<file path="config.mk">
export PLATFORM = sky130hd
export DESIGN_NAME = blob_centroid
export DESIGN_NICKNAME = d
export VERILOG_FILES = /design/src/rtl/blob_centroid_pkg.sv /design/src/rtl/blob_centroid_serial_divider.sv /design/src/rtl/blob_centroid.sv
export SDC_FILE = /design/constraint.sdc
export NUM_CORES = 1
export LEC_CHECK = 0
export BUFFER_PORTS_ARGS = -buffer_cell sky130_fd_sc_hd__buf_2
export CORE_MARGIN = 2
export CORE_UTILIZATION = 54
export DETAILED_ROUTE_END_ITERATION = 12
export HOLD_SLACK_MARGIN = 0.08
export PLACE_DENSITY = 0.71
export SYNTH_ARGS = -nofsm -noshare
export SYNTH_HDL_FRONTEND = slang
export SYNTH_HIERARCHICAL = 1
export SYNTH_SLANG_ARGS = --single-unit
</file>
<file path="constraint.sdc">
create_clock -name clk -period 9.2 [get_ports clk]
set_input_delay 1.38 -clock clk [delete_from_list [all_inputs] [get_ports clk]]
set_output_delay 1.38 -clock clk [all_outputs]
set_load 0.03 [all_outputs]
</file>
<file path="src/rtl/blob_centroid_pkg.sv">
// Shared definitions for the ball centroid tracker: colour codes, hue windows,
// FSM state encodings and the per-pixel colour classifier.
package blob_centroid_pkg;

    typedef enum logic [1:0] {
        COL_RED    = 2'd0,
        COL_BLUE   = 2'd1,
        COL_YELLOW = 2'd2,
        COL_NONE   = 2'd3
    } colour_e;

    typedef enum logic [1:0] {
        ST_ACCUM   = 2'd0,
        ST_DIV_X   = 2'd1,
        ST_DIV_Y   = 2'd2,
        ST_PUBLISH = 2'd3
    } state_e;

    // Red wraps around 0 degrees, so it is the union of two open intervals.
    localparam logic [8:0] RED_ABOVE    = 9'd330;
    localparam logic [8:0] RED_BELOW    = 9'd20;
    localparam logic [8:0] BLUE_ABOVE   = 9'd160;
    localparam logic [8:0] BLUE_BELOW   = 9'd250;
    localparam logic [8:0] YELLOW_ABOVE = 9'd50;
    localparam logic [8:0] YELLOW_BELOW = 9'd70;

    function automatic logic hue_in_class(input logic [1:0] sel, input logic [8:0] hue);
        logic hit;
        hit = 1'b0;
        case (sel)
            COL_RED:    hit = (hue > RED_ABOVE) || (hue < RED_BELOW);
            COL_BLUE:   hit = (hue > BLUE_ABOVE) && (hue < BLUE_BELOW);
            COL_YELLOW: hit = (hue > YELLOW_ABOVE) && (hue < YELLOW_BELOW);
            default:    hit = 1'b0;
        endcase
        return hit;
    endfunction

endpackage

</file>
<file path="src/rtl/blob_centroid_serial_divider.sv">
// Unsigned restoring divider, one quotient bit per cycle. The first bit is
// produced on the start edge so a divide occupies exactly SUMW cycles.
module blob_centroid_serial_divider
    import blob_centroid_pkg::*;
#(
    parameter int SUMW = 28,
    parameter int CNTW = 19,
    parameter int QW   = 10
) (
    input  logic            clk,
    input  logic            res_n,
    input  logic            start_i,
    input  logic [SUMW-1:0] dividend_i,
    input  logic [CNTW-1:0] divisor_i,
    output logic            done_o,
    output logic [QW-1:0]   quotient_o
);

    localparam int CW = $clog2(SUMW + 1);

    logic [SUMW-1:0] dvd_q, dvd_d, src_dvd_s;
    logic [CNTW-1:0] rem_q, rem_d, src_rem_s;
    logic [CNTW-1:0] dvs_q, src_dvs_s;
    logic [CNTW:0]   trial_s;
    logic            ge_s;
    logic [CW-1:0]   cnt_q;
    logic            busy_q;
    logic            done_q;

    // One restoring step; on start it operates on the fresh operands.
    always_comb begin
        if (start_i) begin
            src_dvd_s = dividend_i;
            src_rem_s = {CNTW{1'b0}};
            src_dvs_s = divisor_i;
        end else begin
            src_dvd_s = dvd_q;
            src_rem_s = rem_q;
            src_dvs_s = dvs_q;
        end
        trial_s = {src_rem_s, src_dvd_s[SUMW-1]};
        ge_s    = (trial_s >= {1'b0, src_dvs_s});
        if (ge_s) begin
            rem_d = CNTW'(trial_s - {1'b0, src_dvs_s});
        end else begin
            rem_d = trial_s[CNTW-1:0];
        end
        dvd_d = {src_dvd_s[SUMW-2:0], ge_s};
    end

    // Iteration counter, operand registers and done pulse.
    always_ff @(posedge clk or negedge res_n) begin
        if (!res_n) begin
            dvd_q  <= {SUMW{1'b0}};
            rem_q  <= {CNTW{1'b0}};
            dvs_q  <= {CNTW{1'b0}};
            cnt_q  <= {CW{1'b0}};
            busy_q <= 1'b0;
            done_q <= 1'b0;
        end else if (start_i) begin
            dvd_q  <= dvd_d;
            rem_q  <= rem_d;
            dvs_q  <= divisor_i;
            cnt_q  <= CW'(SUMW - 1);
            busy_q <= (SUMW > 1);
            done_q <= (SUMW == 1);
        end else if (busy_q) begin
            dvd_q  <= dvd_d;
            rem_q  <= rem_d;
            cnt_q  <= cnt_q - CW'(1);
            busy_q <= (cnt_q != CW'(1));
            done_q <= (cnt_q == CW'(1));
        end else begin
            done_q <= 1'b0;
        end
    end

    assign done_o     = done_q;
    assign quotient_o = dvd_q[QW-1:0];

endmodule

</file>
<file path="src/rtl/blob_centroid.sv">
// Classifies the HSV pixel stream against one ball colour, accumulates hit
// coordinates per frame and publishes the centroid after a serial divide.
module blob_centroid
    import blob_centroid_pkg::*;
#(
    parameter int          XW         = 10,
    parameter int          YW         = 10,
    parameter int          CNTW       = 19,
    parameter int          SUMW       = 28,
    parameter logic [4:0]  SAT_MIN    = 5'hC,
    parameter logic [4:0]  VAL_MIN    = 5'hC,
    parameter int unsigned MIN_PIXELS = 16
) (
    input  logic            clk,
    input  logic            res_n,
    input  logic            vsync,
    input  logic            href,
    input  logic            done,
    input  logic [8:0]      hue,
    input  logic [4:0]      saturation,
    input  logic [4:0]      value,
    input  logic            hue_invalid,
    input  logic [1:0]      colour_sel,
    output logic [XW-1:0]   cx,
    output logic [YW-1:0]   cy,
    output logic [CNTW-1:0] pix_count,
    output logic            found,
    output logic            result_valid,
    output logic            busy
);

    localparam int QW = (XW > YW) ? XW : YW;

    logic            vsync_q, href_q;
    logic            frame_end_s, href_rise_s, href_fall_s, match_s, go_s;
    logic [XW-1:0]   x_q, x_d;
    logic [YW-1:0]   y_q, y_d;
    logic [SUMW-1:0] sum_x_q, sum_x_d, sum_y_q, sum_y_d, op_y_q;
    logic [CNTW-1:0] count_q, count_d, op_cnt_q;
    logic            ovf_q, ovf_d;
    logic [SUMW:0]   add_x_s, add_y_s;
    logic [CNTW:0]   add_c_s;
    state_e          state_q;
    logic [XW-1:0]   qx_q, cx_q;
    logic [YW-1:0]   cy_q;
    logic [CNTW-1:0] pix_count_q;
    logic            found_q, result_valid_q, busy_q;
    logic            div_start_s, div_done_s;
    logic [SUMW-1:0] div_dividend_s;
    logic [CNTW-1:0] div_divisor_s;
    logic [QW-1:0]   div_quot_s;

    assign frame_end_s = vsync & ~vsync_q;
    assign href_rise_s = href & ~href_q;
    assign href_fall_s = ~href & href_q;
    // The pixel that coincides with the frame end belongs to neither frame.
    assign match_s = done & ~frame_end_s & ~hue_invalid & (saturation > SAT_MIN)
                   & (value > VAL_MIN) & hue_in_class(colour_sel, hue);
    assign go_s = (count_q >= CNTW'(MIN_PIXELS)) & ~ovf_q;

    // Saturating column/line position counters.
    always_comb begin
        x_d = x_q;
        y_d = y_q;
        if (href_rise_s) begin
            x_d = {XW{1'b0}};
        end else if (done && (x_q != {XW{1'b1}})) begin
            x_d = x_q + XW'(1);
        end else begin
            x_d = x_q;
        end
        if (frame_end_s) begin
            y_d = {YW{1'b0}};
        end else if (href_fall_s && (y_q != {YW{1'b1}})) begin
            y_d = y_q + YW'(1);
        end else begin
            y_d = y_q;
        end
    end

    // Saturating accumulators with sticky overflow, cleared at every frame end.
    always_comb begin
        add_x_s = {1'b0, sum_x_q} + (SUMW+1)'(x_q);
        add_y_s = {1'b0, sum_y_q} + (SUMW+1)'(y_q);
        add_c_s = {1'b0, count_q} + (CNTW+1)'(1);
        sum_x_d = sum_x_q;
        sum_y_d = sum_y_q;
        count_d = count_q;
        ovf_d   = ovf_q;
        if (frame_end_s) begin
            sum_x_d = {SUMW{1'b0}};
            sum_y_d = {SUMW{1'b0}};
            count_d = {CNTW{1'b0}};
            ovf_d   = 1'b0;
        end else if (match_s) begin
            sum_x_d = add_x_s[SUMW] ? {SUMW{1'b1}} : add_x_s[SUMW-1:0];
            sum_y_d = add_y_s[SUMW] ? {SUMW{1'b1}} : add_y_s[SUMW-1:0];
            count_d = add_c_s[CNTW] ? {CNTW{1'b1}} : add_c_s[CNTW-1:0];
            ovf_d   = ovf_q | add_x_s[SUMW] | add_y_s[SUMW] | add_c_s[CNTW];
        end else begin
            ovf_d = ovf_q;
        end
    end

    // Edge detectors, position counters and accumulators.
    always_ff @(posedge clk or negedge res_n) begin
        if (!res_n) begin
            vsync_q <= 1'b0;
            href_q  <= 1'b0;
            x_q     <= {XW{1'b0}};
            y_q     <= {YW{1'b0}};
            sum_x_q <= {SUMW{1'b0}};
            sum_y_q <= {SUMW{1'b0}};
            count_q <= {CNTW{1'b0}};
            ovf_q   <= 1'b0;
        end else begin
            vsync_q <= vsync;
            href_q  <= href;
            x_q     <= x_d;
            y_q     <= y_d;
            sum_x_q <= sum_x_d;
            sum_y_q <= sum_y_d;
            count_q <= count_d;
            ovf_q   <= ovf_d;
        end
    end

    // X divides straight from the live accumulators; Y uses the snapshot.
    assign div_start_s    = ((state_q == ST_ACCUM) && frame_end_s && go_s)
                          || ((state_q == ST_DIV_X) && div_done_s);
    assign div_dividend_s = (state_q == ST_ACCUM) ? sum_x_q : op_y_q;
    assign div_divisor_s  = (state_q == ST_ACCUM) ? count_q : op_cnt_q;

    blob_centroid_serial_divider #(
        .SUMW (SUMW),
        .CNTW (CNTW),
        .QW   (QW)
    ) u_div (
        .clk        (clk),
        .res_n      (res_n),
        .start_i    (div_start_s),
        .dividend_i (div_dividend_s),
        .divisor_i  (div_divisor_s),
        .done_o     (div_done_s),
        .quotient_o (div_quot_s)
    );

    // Frame-end sequencing and the published result registers.
    always_ff @(posedge clk or negedge res_n) begin
        if (!res_n) begin
            state_q        <= ST_ACCUM;
            op_y_q         <= {SUMW{1'b0}};
            op_cnt_q       <= {CNTW{1'b0}};
            qx_q           <= {XW{1'b0}};
            cx_q           <= {XW{1'b0}};
            cy_q           <= {YW{1'b0}};
            pix_count_q    <= {CNTW{1'b0}};
            found_q        <= 1'b0;
            result_valid_q <= 1'b0;
            busy_q         <= 1'b0;
        end else begin
            case (state_q)
                ST_ACCUM: begin
                    result_valid_q <= 1'b0;
                    if (frame_end_s) begin
                        op_y_q   <= sum_y_q;
                        op_cnt_q <= count_q;
                        if (go_s) begin
                            state_q <= ST_DIV_X;
                            busy_q  <= 1'b1;
                        end else begin
                            state_q        <= ST_PUBLISH;
                            pix_count_q    <= count_q;
                            found_q        <= 1'b0;
                            result_valid_q <= 1'b1;
                        end
                    end else begin
                        state_q <= ST_ACCUM;
                    end
                end
                ST_DIV_X: begin
                    if (div_done_s) begin
                        qx_q    <= div_quot_s[XW-1:0];
                        state_q <= ST_DIV_Y;
                    end else begin
                        state_q <= ST_DIV_X;
                    end
                end
                ST_DIV_Y: begin
                    if (div_done_s) begin
                        cx_q           <= qx_q;
                        cy_q           <= div_quot_s[YW-1:0];
                        pix_count_q    <= op_cnt_q;
                        found_q        <= 1'b1;
                        result_valid_q <= 1'b1;
                        busy_q         <= 1'b0;
                        state_q        <= ST_PUBLISH;
                    end else begin
                        state_q <= ST_DIV_Y;
                    end
                end
                ST_PUBLISH: begin
                    result_valid_q <= 1'b0;
                    busy_q         <= 1'b0;
                    state_q        <= ST_ACCUM;
                end
                default: begin
                    result_valid_q <= 1'b0;
                    busy_q         <= 1'b0;
                    state_q        <= ST_ACCUM;
                end
            endcase
        end
    end

    assign cx           = cx_q;
    assign cy           = cy_q;
    assign pix_count    = pix_count_q;
    assign found        = found_q;
    assign result_valid = result_valid_q;
    assign busy         = busy_q;

endmodule
</file>
==> results.toml, run 1 <==
[global_routing]
grt_pass1_vias = 10920
grt_overflow = 0
grt_max_degree = 164
gr-usage-all-layers = 0.2419
antenna_found_initial = 0
grt_pass1_wl_um = 57610

[clock_network]
clockRootBuffer = "clkbuf_16"
clock_path_buffers = 3
cts_buffers = 30
cts_setup_buffers = 0
cts_tree = "built"
cts_max_level = 1
post_cts_resized = 0
hold_buffers = 0
clk_pin_slew_ns = 0.06
clk_latency_ns = 0.57
cts_sinks = 272

[floorplanning]
initial_core_util = 0.5456
ios = 69
die_w_um = 171.3
num_rows = 61
core_sq_um = 27710
die_height_um = 171.3
dieArea_sq_um = 29350

[worst_setup_path]
path_cells = "buf_2 -> nand2b_1 -> buf_4 -> nor3_2 -> buf_4 -> nand2_1 -> nand2_4 -> mux2i_1 -> ha_1 -> fa_1 -> nand2b_1 -> a221oi_1 -> nor3_2 -> o221a_4 -> o211ai_2 -> a311oi_2 -> buf_4 -> nand2b_4 -> o22ai_1"
worst-path-max-fanout = 56
worstPathArrival_ns = 6.47
rrSetupSlack_ns = 3.55
start_kind = "input port"
crit_buf_inv = 4
end_kind = "flip-flop"
timing_worst_setup_path_type = "in -> reg"
critPathTopFamily = "simple AND/OR/NAND/NOR gates"
reg2reg_from = "vsync_q"
r2r-end = "u_div/rem_q[15]"
critPathMaxStageDelay_ns = 0.77
slowest_stage = "a311oi_2"
crit_required_ns = 9.60
cpMostUsedCell = "buf_4"
reg2reg_depth = 18

[route]
drc_errors = 0
drt_iter0_markers = 915
post_drt_wl_per_cell_um = 18.19
ant_nets = 0
num_vias = 11460
firstDrtPassIters = 5
totalWireLength_um = 34660
viasPerCell = 6.015

[yosys]
syn-cell-area_sq_um = 15120
async_flop_share = 1.000
synth_seq_cells = 272
ys_warn_count = 6
syn-num-nets = 1557
synthAdderAreaFrac = 0.03957
synth_edf_count = 0
synthCells = 1484
ys.flop_type = "dfrtp_1"
synth-simple-area-share = 0.1404
synth_top_family_by_area = "compound AO/OA/AOI/OAI gates"
synthMuxAreaShare = 0.1417
synth_compound_area_frac = 0.1574
syn_area_per_cell_sq_um = 10.19
synth_xor_area_frac = 0.02897
ys_seq_area_frac = 0.4503
ys_types = 79

[layout]
final_cell_mix = "271 x dfrtp_1, 128 x mux2_2, 96 x nand2_1, 96 x a21oi_1, 90 x nor2_1"
final_area_sq_um = 16710
seqCellArea_sq_um = 6808
layout_commonest_cell = "dfrtp_1"
diodes = 0
final_util = 0.6030
fillers = 2329
final_nets = 1577
multiInputGateArea_sq_um = 7715
final_layout_size_suffix_gt1_frac = 0.1932
area_growth_pct = 10.52

[timing]
skew_ns = 0.01794
slew_viol_final = 0
fmax_mhz = 164.7
finalHoldViolations = 0
fin_crit_ns = 6.073
slew_headroom = 0.2259
rsz0062_at_grt = "false"
setup_tns_ns = 0
fin_crit_sh = 0.6602
worst_slew_pin_slew_ns = 1.158
setup_viol = 0

[placed_design]
hpwl_um = 23310
place.port_buffers = 68
place.gp.congestion = 0.9125
placed_area_sq_um = 15640

[power_and_ir_drop]
leakagePower_nw = 7.514
powerDensity_nw_per_um2 = 256.1
peakVddDrop_v = 0.0001621

[worst_hold_path]
hold_path_class = "reg -> reg"
hold_depth = 2
hold_end = "u_div/dvs_q[14]"
holdCritStartpoint = "u_div/dvs_q[14]"

[flow_run]
drv_cap = 0

[outcome]
status = "complete, no violations"
-- worst max path at each step --
| stage | from | endpoint | slack (ns) | cells past startpoint |
|---|---|---|---|---|
| floorplan | vsync | u_div/rem_q[0] | 2.76 | 23 |
| global placement | vsync | u_div/rem_q[12] | 2.68 | 19 |
| detailed placement | vsync | u_div/rem_q[15] | 2.53 | 19 |
| CTS | vsync | u_div/rem_q[15] | 3.10 | 19 |
| global route | vsync | u_div/rem_q[15] | 2.70 | 19 |
| finish | vsync | u_div/rem_q[15] | 3.13 | 19 |
-- cell type report --
type,count,area share
Multi-Input combinational cell,1068,0.4618
Sequential cell,272,0.4075
Tap cell,378,0.02831
Clock inverter,12,0.01161
Clock buffer,43,0.05205
Inverter,53,0.01206
Timing Repair Buffer,79,0.02666
-- cell usage after synthesis, drive strengths merged (20+ instances only) --
cell type / number / area, sq um
a211oi: 29 / 222.7
ha: 43 / 538.0
buf: 37 / 225.2
inv: 53 / 201.5
nand4: 21 / 131.4
xnor2: 20 / 175.2
mux2i: 70 / 700.7
nand3: 31 / 165.2
dfrtp: 272 / 6807
a31oi: 32 / 200.2
nand2: 97 / 364.1
xor2: 30 / 262.8
a21oi: 96 / 480.5
clkbuf: 54 / 202.7
nor2b: 33 / 206.5
and3: 24 / 150.1
nor3: 36 / 185.2
mux2: 128 / 1441
nor2: 91 / 341.6
o21ai: 92 / 460.4
-- worst min-delay path, delay by kind of cell (launching register included) --
family                 cells  cell delay, ns
buffers and inverters      1            0.06
flip-flops                 1            0.32
multiplexers               1            0.08
-- cells by family after synthesis --
group,count (synthesis)
XOR/XNOR,50
buffers and inverters,144
AO/OA/AOI/OAI,364
multiplexers,198
adder cells (fa/ha/maj),46
AND/OR/NAND/NOR,410
flip-flops,272
-- stage by stage --
step	total power, mW	worst slack [ns]	instances	hold slack, ns
floorplan	2.690	2.758	1484	0.4529
global placement	3.000	2.679	1850	0.4726
detailed placement	3.028	2.528	1850	0.4709
CTS	4.304	3.104	1905	0.4879
global route	4.535	2.695	1905	0.5149
finish	4.278	3.127	1905	0.4907
-- power by group --
group	switching [mW]	internal, mW
sequential	0.161	1.43
combinational	0.843	0.580
clock	0.496	0.770
-- flip-flops by register name, indices dropped and copies added, names as in the netlist, 19 cells and up --
| register | flops |
|---|---|
| sum_y_q | 28 |
| op_cnt_q | 19 |
| u_div/rem_q | 19 |
| count_q | 19 |
| u_div/dvs_q | 19 |
| sum_x_q | 28 |
| pix_count | 19 |
| op_y_q | 28 |
| u_div/dvd_q | 28 |
-- per-layer routing --
metal	GRT usage	up-vias	routed length (um)
met1	0.3684	5672	16900
met2	0.3697	244	15450
met3	0.03221	44	1710
met4	0.05158	0	593
li1	-	5498	-
met5	0	-	0
Power figures use the tool's default switching activity.
==> run 2: changes to the inputs <==
ABC_AREA = 1   (was unset)
PLACE_DENSITY = 0.74   (was 0.71)
clock period = 4.92 ns   (was 9.2 ns; I/O delays follow)
==> run 2 against run 1 <==
  * Clock-buffer cell count fell by 2
  * First-iteration DRC count grew 62%
  * Clock power up 88%
  * Critical path type is now reg -> reg
  * Die area is 11% higher
  * Highest routed layer unchanged
  * Cell area is 10% higher
  * Synthesized cell count rose by 61%
==> results.toml, run 2 <==
[route]
wl_met1_um = 21720
routed.top_layer = "met4"
totalWireLength_um = 43120
drc_errors = 0
viasPerCell = 5.391
met3_length_um = 2170
drt_iter0_markers = 1482
met2_length_um = 18400
num_vias = 15290
firstDrtPassIters = 8
post_drt_wl_per_cell_um = 15.20
ant_nets = 0

[worst_setup_path]
path_cells = "inv_1 -> nand3_1 -> nor3_1 -> nand2_1 -> nand3_1 -> nand2_2 -> inv_2 -> or2_2 -> o21ai_0 -> ha_1 -> nand2_1 -> inv_2 -> nand2_1 -> nor2_1 -> nand2_1 -> nor2_1 -> nand2_1 -> a21oi_2 -> nor2_4 -> nand2_4 -> nand2_2 -> o21ai_0 -> nand2_1 -> nand2_1"
critPathCapture = "u_div/rem_q[16]"
crit_required_ns = 5.43
slowest_stage = "ha_1"
reg2reg_depth = 24
worstPathArrival_ns = 4.60
cpMostUsedCell = "nand2_1"
worst-path-max-fanout = 32
setup.worst_path.start = "count_q[17]"
critPathMaxStageDelay_ns = 0.44
rrSetupSlack_ns = 0.83
end_kind = "flip-flop"
reg2reg_from = "count_q[17]"
start_kind = "flip-flop"
r2r-end = "u_div/rem_q[16]"
timing_worst_setup_path_type = "reg -> reg"

[power_and_ir_drop]
p_clk_frac = 0.292
leakagePower_nw = 9.831
powerDensity_nw_per_um2 = 444.2
pwr-share-comb = 0.384
cell_internal_pwr_mw = 4.910
p_switching_mw = 3.264
finalPower_mw = 8.174
swShare = 0.3993
seqPwrFrac = 0.324
peakVddDrop_v = 0.0002920

[layout]
fillers = 2797
final_layout_size_suffix_gt1_frac = 0.08770
layout_commonest_cell = "nand2_1"
final_nets = 2490
final_cell_mix = "830 x nand2_1, 280 x inv_1, 272 x dfrtp_1"
seqCellArea_sq_um = 6807
diodes = 0
area_growth_pct = 9.069
multiInputGateArea_sq_um = 8469
final_area_sq_um = 18400

[timing]
setup_viol = 0
worst_slack_ns = 0.8283
rsz0062_at_grt = "false"
fmax_mhz = 244.4
slew_headroom = 0.3201
skew_ns = 0.01316
fin_crit_ns = 4.092
worst_slew_pin_slew_ns = 1.020
setup_tns_ns = 0
fin_crit_sh = 0.8316
finalHoldViolations = 0
slew_viol_final = 0

[yosys]
async_flop_share = 1.000
ys_types = 47
synth_compound_area_frac = 0.08439
synth_xor_area_frac = 0.02336
synthMuxAreaShare = 0.01335
syn_area_per_cell_sq_um = 7.042
ys.flop_type = "dfrtp_1"
synth_top_family_by_area = "simple AND/OR/NAND/NOR gates"
syn-num-nets = 2469
synth_top_area_share = 0.4034
synthAdderAreaFrac = 0.03545
synth.most_common_cell = "nand2_1"
syn-cell-area_sq_um = 16870
synth_area_leaders = "dfrtp_1 40%, nand2_1 19%, nand3_1 7.7%, inv_1 6.2%, nor2_1 3.9%"
synth_top_area_cell = "dfrtp_1"
ys_warn_count = 6
synth_edf_count = 0
synth_seq_cells = 272
synth_commonest_cells = "832 x nand2_1, 280 x inv_1, 272 x dfrtp_1"
synthCells = 2396
ys_seq_area_frac = 0.4034
synth-simple-area-share = 0.3441

[clock_network]
cts_sinks = 272
cts_max_level = 1
cts_tree = "built"
clk_latency_ns = 0.58
post_cts_resized = 0
cts_setup_buffers = 0
clock_path_buffers = 3
clk_pin_slew_ns = 0.06
cts_buffers = 31
hold_buffers = 0
clockRootBuffer = "clkbuf_16"

[outcome]
status = "complete, no violations"

[floorplanning]
core_sq_um = 30670
dieArea_sq_um = 32680
die_w_um = 180.8
die_height_um = 180.8
ios = 69
num_rows = 64
initial_core_util = 0.5501

[global_routing]
grt_overflow = 0
grt_max_degree = 121
grt_pass1_wl_um = 71950
antenna_found_initial = 0
grt_pass1_vias = 14150
gr-usage-all-layers = 0.2643

[placed_design]
dp_slack_ns = 0.3471
hpwl_um = 30690
placed_area_sq_um = 17340
place.gp.congestion = 0.9354
place.port_buffers = 68

[worst_hold_path]
hold_path_class = "in -> async"

[flow_run]
drv_cap = 0
## run 2: worst min path at each step
stage | cells past startpoint | to | startpoint | slack [ns]
5_1_grt | 1 | href_q | href | 0.26
3_3_place_gp | 2 | pix_count[15] | pix_count[15] | 0.45
6_report | 1 | cx[4] | res_n | 0.21
3_5_place_dp | 2 | pix_count[3] | pix_count[3] | 0.46
4_1_cts | 1 | cx[4] | res_n | 0.26
2_1_floorplan | 0 | busy | res_n | 0.44
## run 2: kinds of logic (layout without fill, tap and decap cells)
kind of cell	after synthesis	in the layout
buffers and inverters	386	430
AND/OR/NAND/NOR	1375	1375
AO/OA/AOI/OAI	252	252
flip-flops	272	272
multiplexers	20	20
adder cells (fa/ha/maj)	46	46
XOR/XNOR	45	45
## run 2: power by group through the flow
stage,combinational [mW],sequential [mW],clock (mW)
6_report,3.14,2.65,2.39
3_5_place_dp,3.07,2.68,0
4_1_cts,3.08,2.64,2.42
2_1_floorplan,2.31,2.65,0
5_1_grt,3.51,2.67,2.53
3_3_place_gp,3.10,2.68,0
## run 2: per-stage QoR
| step | instances | utilization | hold slack (ns) |
|---|---|---|---|
| 2_1_floorplan | 2396 | - | 0.4424 |
| 3_3_place_gp | 2780 | 0.5655 | 0.4513 |
| 3_5_place_dp | 2780 | 0.5655 | 0.4569 |
| 4_1_cts | 2836 | 0.6000 | 0.2620 |
| 5_1_grt | 2836 | 0.6000 | 0.2591 |
| 6_report | 2836 | 0.6000 | 0.2140 |
## run 2: critical path: cells and delay by family, from the launching register on
family	cells	cell delay, ns
AO/OA/AOI/OAI	3	0.42
adder cells (fa/ha/maj)	1	0.44
AND/OR/NAND/NOR	17	2.04
flip-flops	1	0.41
buffers and inverters	3	0.70
## run 2: metal layers
layer,GRT usage,up-vias
met3,0.02903,68
met5,0,-
met4,0.05516,0
li1,-,7666
met1,0.4115,7125
met2,0.3976,429
## run 2: final cells by class
type / count / share of cell area
clock buffers: 41 / 0.04637
clock inverters: 15 / 0.01122
inverters: 290 / 0.05915
multi-input cells: 1738 / 0.4602
flip-flops and latches: 272 / 0.3699
well taps: 396 / 0.02692
repair buffers: 84 / 0.02624
